==> src/rtl/pipe_skid_chain_pkg.sv <==
// Shared definitions for the elastic pipeline-register chain used between
// CPU pipeline stages.
package pipe_pkg;

  localparam int DEFAULT_WIDTH = 32;

  typedef logic [31:0] pipe_word_t;

  // Enough bits to count every entry of a full chain (two per stage).
  function automatic int occupancy_width(input int depth);
    return $clog2(2 * depth + 1);
  endfunction

endpackage

==> src/rtl/pipe_skid_chain_stage.sv <==
// One skid-buffered stage: a main entry feeding downstream plus a skid entry
// that absorbs the word in flight when downstream stalls.
module skid_stage
  import pipe_pkg::*;
#(
  parameter int WIDTH = DEFAULT_WIDTH
) (
  input  logic             clk,
  input  logic             reset,
  input  logic             flush,
  input  logic             up_valid,
  input  logic [WIDTH-1:0] up_data,
  output logic             up_ready,
  output logic             dn_valid,
  output logic [WIDTH-1:0] dn_data,
  input  logic             dn_ready
);

  logic             main_valid_q, main_valid_d;
  logic             skid_valid_q, skid_valid_d;
  logic [WIDTH-1:0] main_data_q, main_data_d;
  logic [WIDTH-1:0] skid_data_q, skid_data_d;
  logic             up_xfer_s;
  logic             dn_xfer_s;

  // Next-state selection for the main and skid entries.
  always_comb begin
    up_xfer_s    = up_valid & ~skid_valid_q & ~flush;
    dn_xfer_s    = main_valid_q & dn_ready & ~flush;
    main_valid_d = main_valid_q;
    skid_valid_d = skid_valid_q;
    main_data_d  = main_data_q;
    skid_data_d  = skid_data_q;
    if (flush) begin
      main_valid_d = 1'b0;
      skid_valid_d = 1'b0;
      main_data_d  = {WIDTH{1'b0}};
      skid_data_d  = {WIDTH{1'b0}};
    end else if (dn_xfer_s) begin
      if (skid_valid_q) begin
        main_data_d  = skid_data_q;
        skid_valid_d = 1'b0;
      end else if (up_xfer_s) begin
        main_data_d  = up_data;
      end else begin
        main_valid_d = 1'b0;
      end
    end else if (up_xfer_s) begin
      if (!main_valid_q) begin
        main_valid_d = 1'b1;
        main_data_d  = up_data;
      end else begin
        skid_valid_d = 1'b1;
        skid_data_d  = up_data;
      end
    end else begin
      main_valid_d = main_valid_q;
    end
  end

  // Entry registers with asynchronous clear.
  always_ff @(posedge clk or posedge reset) begin
    if (reset) begin
      main_valid_q <= 1'b0;
      skid_valid_q <= 1'b0;
      main_data_q  <= {WIDTH{1'b0}};
      skid_data_q  <= {WIDTH{1'b0}};
    end else begin
      main_valid_q <= main_valid_d;
      skid_valid_q <= skid_valid_d;
      main_data_q  <= main_data_d;
      skid_data_q  <= skid_data_d;
    end
  end

  // Ready depends only on local state, cutting the backward ready path.
  assign up_ready = ~skid_valid_q;
  assign dn_valid = main_valid_q;
  assign dn_data  = main_data_q;

endmodule

==> src/rtl/pipe_skid_chain.sv <==
// Elastic pipeline register: DEPTH chained skid stages with a synchronous
// flush and a registered count of held entries.
module pipe_skid_chain
  import pipe_pkg::*;
#(
  parameter int WIDTH = DEFAULT_WIDTH,
  parameter int DEPTH = 1,
  parameter int CNTW  = occupancy_width(DEPTH)
) (
  input  logic             clk,
  input  logic             reset,
  input  logic             flush,
  input  logic             in_valid,
  input  logic [WIDTH-1:0] in_data,
  output logic             in_ready,
  output logic             out_valid,
  output logic [WIDTH-1:0] out_data,
  input  logic             out_ready,
  output logic [CNTW-1:0]  occupancy
);

  logic             link_valid [DEPTH+1];
  logic [WIDTH-1:0] link_data  [DEPTH+1];
  logic             link_ready [DEPTH+1];
  logic             in_fire_s;
  logic             out_fire_s;
  logic [CNTW-1:0]  occupancy_q, occupancy_d;

  assign link_valid[0]     = in_valid;
  assign link_data[0]      = in_data;
  assign link_ready[DEPTH] = out_ready;

  for (genvar k = 0; k < DEPTH; k++) begin : g_stage
    skid_stage #(
      .WIDTH (WIDTH)
    ) u_stage (
      .clk      (clk),
      .reset    (reset),
      .flush    (flush),
      .up_valid (link_valid[k]),
      .up_data  (link_data[k]),
      .up_ready (link_ready[k]),
      .dn_valid (link_valid[k+1]),
      .dn_data  (link_data[k+1]),
      .dn_ready (link_ready[k+1])
    );
  end

  // Flush blocks both ends in the cycle it is asserted.
  assign in_ready   = link_ready[0] & ~flush;
  assign out_valid  = link_valid[DEPTH] & ~flush;
  assign out_data   = link_data[DEPTH];
  assign in_fire_s  = in_valid & in_ready;
  assign out_fire_s = out_valid & out_ready;
  assign occupancy  = occupancy_q;

  // Entry count: +1 per accepted word, -1 per delivered word.
  always_comb begin
    occupancy_d = occupancy_q;
    if (flush) begin
      occupancy_d = {CNTW{1'b0}};
    end else begin
      case ({in_fire_s, out_fire_s})
        2'b10:   occupancy_d = occupancy_q + {{(CNTW-1){1'b0}}, 1'b1};
        2'b01:   occupancy_d = occupancy_q - {{(CNTW-1){1'b0}}, 1'b1};
        default: occupancy_d = occupancy_q;
      endcase
    end
  end

  // Occupancy register.
  always_ff @(posedge clk or posedge reset) begin
    if (reset) begin
      occupancy_q <= {CNTW{1'b0}};
    end else begin
      occupancy_q <= occupancy_d;
    end
  end

endmodule

==> config.mk <==
export PLATFORM = sky130hd
export DESIGN_NAME = pipe_skid_chain
export DESIGN_NICKNAME = d
export VERILOG_FILES = /design/src/rtl/pipe_skid_chain_pkg.sv /design/src/rtl/pipe_skid_chain_stage.sv /design/src/rtl/pipe_skid_chain.sv
export SDC_FILE = /design/constraint.sdc
export NUM_CORES = 1
export LEC_CHECK = 0
export CAP_MARGIN = 0
export CORE_AREA = 2 2 81 83
export DETAILED_ROUTE_END_ITERATION = 7
export DIE_AREA = 0 0 83 85
export GPL_ROUTABILITY_DRIVEN = 1
export PLACE_DENSITY_LB_ADDON = 0.15
export SYNTH_ARGS = -nofsm -noshare
export SYNTH_HDL_FRONTEND = slang
export SYNTH_SLANG_ARGS = --single-unit
==> constraint.sdc <==
create_clock -name clk -period 5.35 [get_ports clk]
set_clock_uncertainty 0.1 [all_clocks]
set_input_delay 0.8025 -clock clk [delete_from_list [all_inputs] [get_ports clk]]
set_output_delay 0.8025 -clock clk [all_outputs]
set_load 0.01 [all_outputs]
# After elaboration in Yosys (flattened, before gate mapping)
# Cells that the tools add are included.
[word_totals]
ff_bits = 68
latchBits = 0
ram_bits = 0
romBits = 0
inputBits = 37
out_inout_bits = 36
wordCells = 54
mem_count = 0
[op_classes]
add_sub_neg = 2
multipliers = 0
div = 0
n_lt_le_gt_ge = 0
eq_ne = 6
shift = 0
n_mux = 21
n_bitwise = 10
n_reduce_logical = 10
[ops]
columns = ["operator", "count"]
rows = [
  ["two-way mux 32 bit", 10],
  ["nonzero test 3 bit", 4],
  ["two-way mux 1 bit", 9],
  ["inequality test 3 bit (second input constant)", 3],
  ["AND reduction 3 bit", 3],
  ["bitwise AND 1 bit", 8],
  ["one-hot mux 2 bit (2 select lines)", 1],
  ["nonzero test 2 bit", 2],
  ["adder 2 x 1 -> 2 bit (second input constant)", 1],
  ["equality test 2 x 1 -> 1 bit (second input constant)", 1],
  ["equality test 2 bit (second input constant)", 1],
  ["two-way mux 2 bit", 1],
  ["inequality test 2 bit (second input constant)", 1],
  ["inverter 1 bit", 2],
  ["AND reduction 2 bit", 1],
  ["subtractor 2 x 1 -> 2 bit (second input constant)", 1],
]

# Logic depth before layout (Yosys ltp)
[logic_depth]
ltp_word = 7
mapped_depth = 7
mapped_depth_nobuf = 3

# Modules after synthesis
# Synthesis repeated with hierarchy kept, for this count alone.
[hier_totals]
hier_cells = 244
area_unflattened_um2 = 3165.5
[by_module_without_submodules]
columns = ["module", "instances", "cells_per_inst", "area_per_inst_um2", "seq_area_each_um2"]
rows = [
  ["skid_stage", 1, 224, 2996.6, 1651.6],
  ["pipe_skid_chain", 1, 20, 168.9, 50.0],
]

# Least setup slack after synthesis
# OpenSTA, ideal clock, no wires.
[synth_timing]
path_kind = "input to output"
start = "input flush"
end = "output out_valid"
t_arrival_ns = 1.221
t_required_ns = 4.448
path_slack_ns = 3.227
stages = 2
n_path_buf = 1
cell_sequence = "buf_1 nor2b_1"
[synth_via]
elab_chain_cells = 2
[synth_lines]
columns = ["item", "line", "text"]
rows = [
  ["from (decl)", "pipe_skid_chain.sv:12", "input logic flush,"],
  ["inverter 1 bit", "pipe_skid_chain.sv:51", "assign out_valid = link_valid[DEPTH] & ~flush;"],
  ["bitwise AND 1 bit", "pipe_skid_chain.sv:51", ""],
  ["to (decl)", "pipe_skid_chain.sv:16", "output logic out_valid,"],
]
# No other way between the ends.

# Worst setup path in the final report
[layout_timing]
start = "input flush"
end = "output in_ready"
[layout_via]
elab_chain_cells = 2
[layout_lines]
columns = ["item", "line", "text"]
rows = [
  ["inverter 1 bit", "pipe_skid_chain.sv:50", "assign in_ready = link_ready[0] & ~flush;"],
  ["bitwise AND 1 bit", "pipe_skid_chain.sv:50", ""],
  ["to (decl)", "pipe_skid_chain.sv:15", "output logic in_ready,"],
]
# No other way between the ends.

==> qor.yml <==
status: "finished clean"
synth_area_leader_cell: "dfrtp_1"
cts-root-buf: "clkbuf_8"
ir_worst_vdd_v: 0.0001502
clk_latency_ns: 0.35
synth.distinct_cells: 25
max_cap_violations: 0
routabilityCongestion: 0.7575
drt_iter0_markers: 163
dr_total_vias: 2440
pin_count: 73
cp_max_fo: 42
drive_gt1_share_pct: 16.43
netlist_area_um2: 3221
drc: 0
core_um2: 6205
cts_tree: "built"
post-cts-setup-buffer-count: 0
die_area_um2: 7055
setup_slack_ns: 2.131
grt_pass1_vias: 2415
ant_nets: 0
finalCriticalPeriod_ns: 3.219
synth-edff-count: 0
final-seq-area_um2: 1702
drv_slew: 0
ys.flop_type: "dfrtp_1"
drtPass1Iterations: 4
nFillCells: 497
start_util_pct: 51.91
grt_pass1_wl_um: 12580
end_kind: "output pin"
die_width_um: 83
rsz0062_at_grt: "false"
crit_arrival_ns: 2.32
worstPathRequired_ns: 4.45
io_buffer_count: 72
crit_type: "input port to output pin"
cts_hold_buf: 0
period_share_pct: 60.17
cp_slowest_cell: "buf_2"
cts_resized: 0
synth_area_leaders: "dfrtp_1 53%, a311oi_2 14%, a22o_1 8.7%"
hp-class: "flop to flop"
hold_viol: 0
dieHeight_um: 85
numCtsBuffers: 9
htree_num_levels: 3
area_delta_synth_final_pct: 28.44
rows: 29
dp.final_hpwl_um: 4332
insertedDiodeCount: 0
ys_ff_latch: 68
worstMarginPinSlew_ns: 1.251
finalNetCount: 379
cp_slowest_stage_delay_ns: 0.82
yosysSeqAreaShare_pct: 52.84
setup_tns_ns: 0
syn-num-nets: 322
multi_input_area_um2: 1346
power.density_nw_per_um2: 309.4
p_leak_nw: 1.772
synthArstFlopShare_pct: 100.0
routed_wl_um: 7482
clk_pin_slew_worst_paths_ns: 0.07
crit_chain: "buf_2 > nor2_1 > clkdlybuf4s50_1"
antenna_found_initial: 0
max_freq_ghz: 0.3106
max_slew_margin_pct: 16.54
start_kind: "input port"
gr-total-overflow: 0
setup_viol: 0
wl_per_cell_um: 17.65
grt_use_total_pct: 22.57
ys_warn_count: 0
dp_worst_setup_slack_ns: 2.110
clk_path_buf_depth: 2
synth.avg_cell_area_um2: 11.30
via_per_inst: 5.755
clock_sinks: 68
synth_top_area_share_pct: 52.84
grt_max_degree: 57
syn-instance-count: 285
==> registers in the layout (all words and copies together) (netlist names) <==
register	count
g_stage.u_stage.skid_data_q	32
occupancy	2
g_stage.u_stage.skid_valid_q	1
g_stage.u_stage.dn_data	32
g_stage.u_stage.dn_valid	1
==> worst paths after layout <==
check	start	endpoint	slack, ns	depth (start not counted)
worst max-delay path	flush	in_ready	2.13	3
worst min-delay path	g_stage[0].u_stage.skid_data_q[30]	g_stage[0].u_stage.skid_data_q[30]	0.41	1
worst max register to register	g_stage[0].u_stage.dn_valid	g_stage[0].u_stage.dn_data[5]	3.03	3
worst min register to register	g_stage[0].u_stage.skid_data_q[30]	g_stage[0].u_stage.skid_data_q[30]	0.41	1
max in group asynchronous	reset	g_stage[0].u_stage.dn_data[25]	3.55	3
min in group asynchronous	reset	g_stage[0].u_stage.skid_data_q[4]	0.60	2
==> area by class of cell <==
type / count / share of cell area, %
clock buffers: 12 / 3.993
clock inverters: 4 / 1.694
inverters: 1 / 0.09074
multi-input cells: 185 / 32.55
flip-flops and latches: 68 / 41.14
well taps: 77 / 2.329
repair buffers: 77 / 18.21
==> critical path: cells and delay by family <==
family | cells | cell delay (ns)
and+or+nand+nor | 1 | 0.15
buffers and inverters | 2 | 1.34
==> stage by stage <==
step | cells | instance area, um2 | utilization [%] | power (mW) | hold slack, ns
2_1_floorplan | 285 | 3221 | - | 0.6980 | 0.3728
3_3_place_gp | 408 | 3901 | 62.88 | 0.7921 | 0.3874
3_5_place_dp | 408 | 3901 | 62.88 | 0.7963 | 0.3907
4_1_cts | 424 | 4136 | 66.67 | 1.289 | 0.4117
5_1_grt | 424 | 4136 | 66.67 | 1.333 | 0.4249
6_report | 424 | 4136 | 66.67 | 1.280 | 0.4079
==> kinds of logic (layout without fill, tap and decap cells) <==
family                    after synthesis  count (layout)  synth area share, %
AOI/OAI and AO/OA                     100             100                28.98
xor gates and xnor gates                1               1               0.7381
buffers and inverters                  32              94                5.439
DFF                                    68              68                52.84
muxes                                   3               3                1.127
and+or+nand+nor                        81              81                10.88
==> metal layers <==
layer / up-vias / GRT usage [%] / wire length, um
met5: - / 0 / 0
met2: 67 / 36.14 / 3622
met1: 1201 / 30.30 / 3379
li1: 1159 / - / -
met3: 13 / 5.350 / 344
met4: 0 / 8.197 / 136
==> cell usage after synthesis, drive strengths merged (2+ instances only) <==
library cell and n:
nor2b 3, a311oi 32, dfrtp 68, buf 25
a21oi 34, nand2 65, a22o 32, and4b 2
nand2b 2, mux2 2, clkbuf 6, nor2 5
==> cells in the final DEF, fill, tap and decap left out <==
cell,synthesis,final
clkdlybuf4s50_1,0,71
dfrtp_1,68,68
nand2_1,65,65
a21oi_1,34,34
a22o_1,32,32
a311oi_2,30,30
clkbuf_8,0,12
buf_4,0,5
nor2_1,5,4
nor2b_1,3,3
and4b_1,2,2
nand2b_1,2,2
a311oi_1,2,2
bufinv_16,0,2
clkinv_2,0,2
nor4bb_1,1,1
nor2_2,0,1
mux2_4,1,1
and2_4,1,1
nand4b_1,1,1
inv_2,0,1
and3b_1,1,1
a21boi_0,1,1
mux2i_1,1,1
mux2_2,1,1
a211oi_1,1,1
xor3_1,1,1
buf_2,20,1
==> report_power, final <==
| part | switching (mW) | internal, mW | total (mW) |
|---|---|---|---|
| clock network | 0.195 | 0.299 | 0.495 |
| registers | 0.0214 | 0.545 | 0.566 |
| logic | 0.105 | 0.114 | 0.219 |
Power figures use the tool's default switching activity.
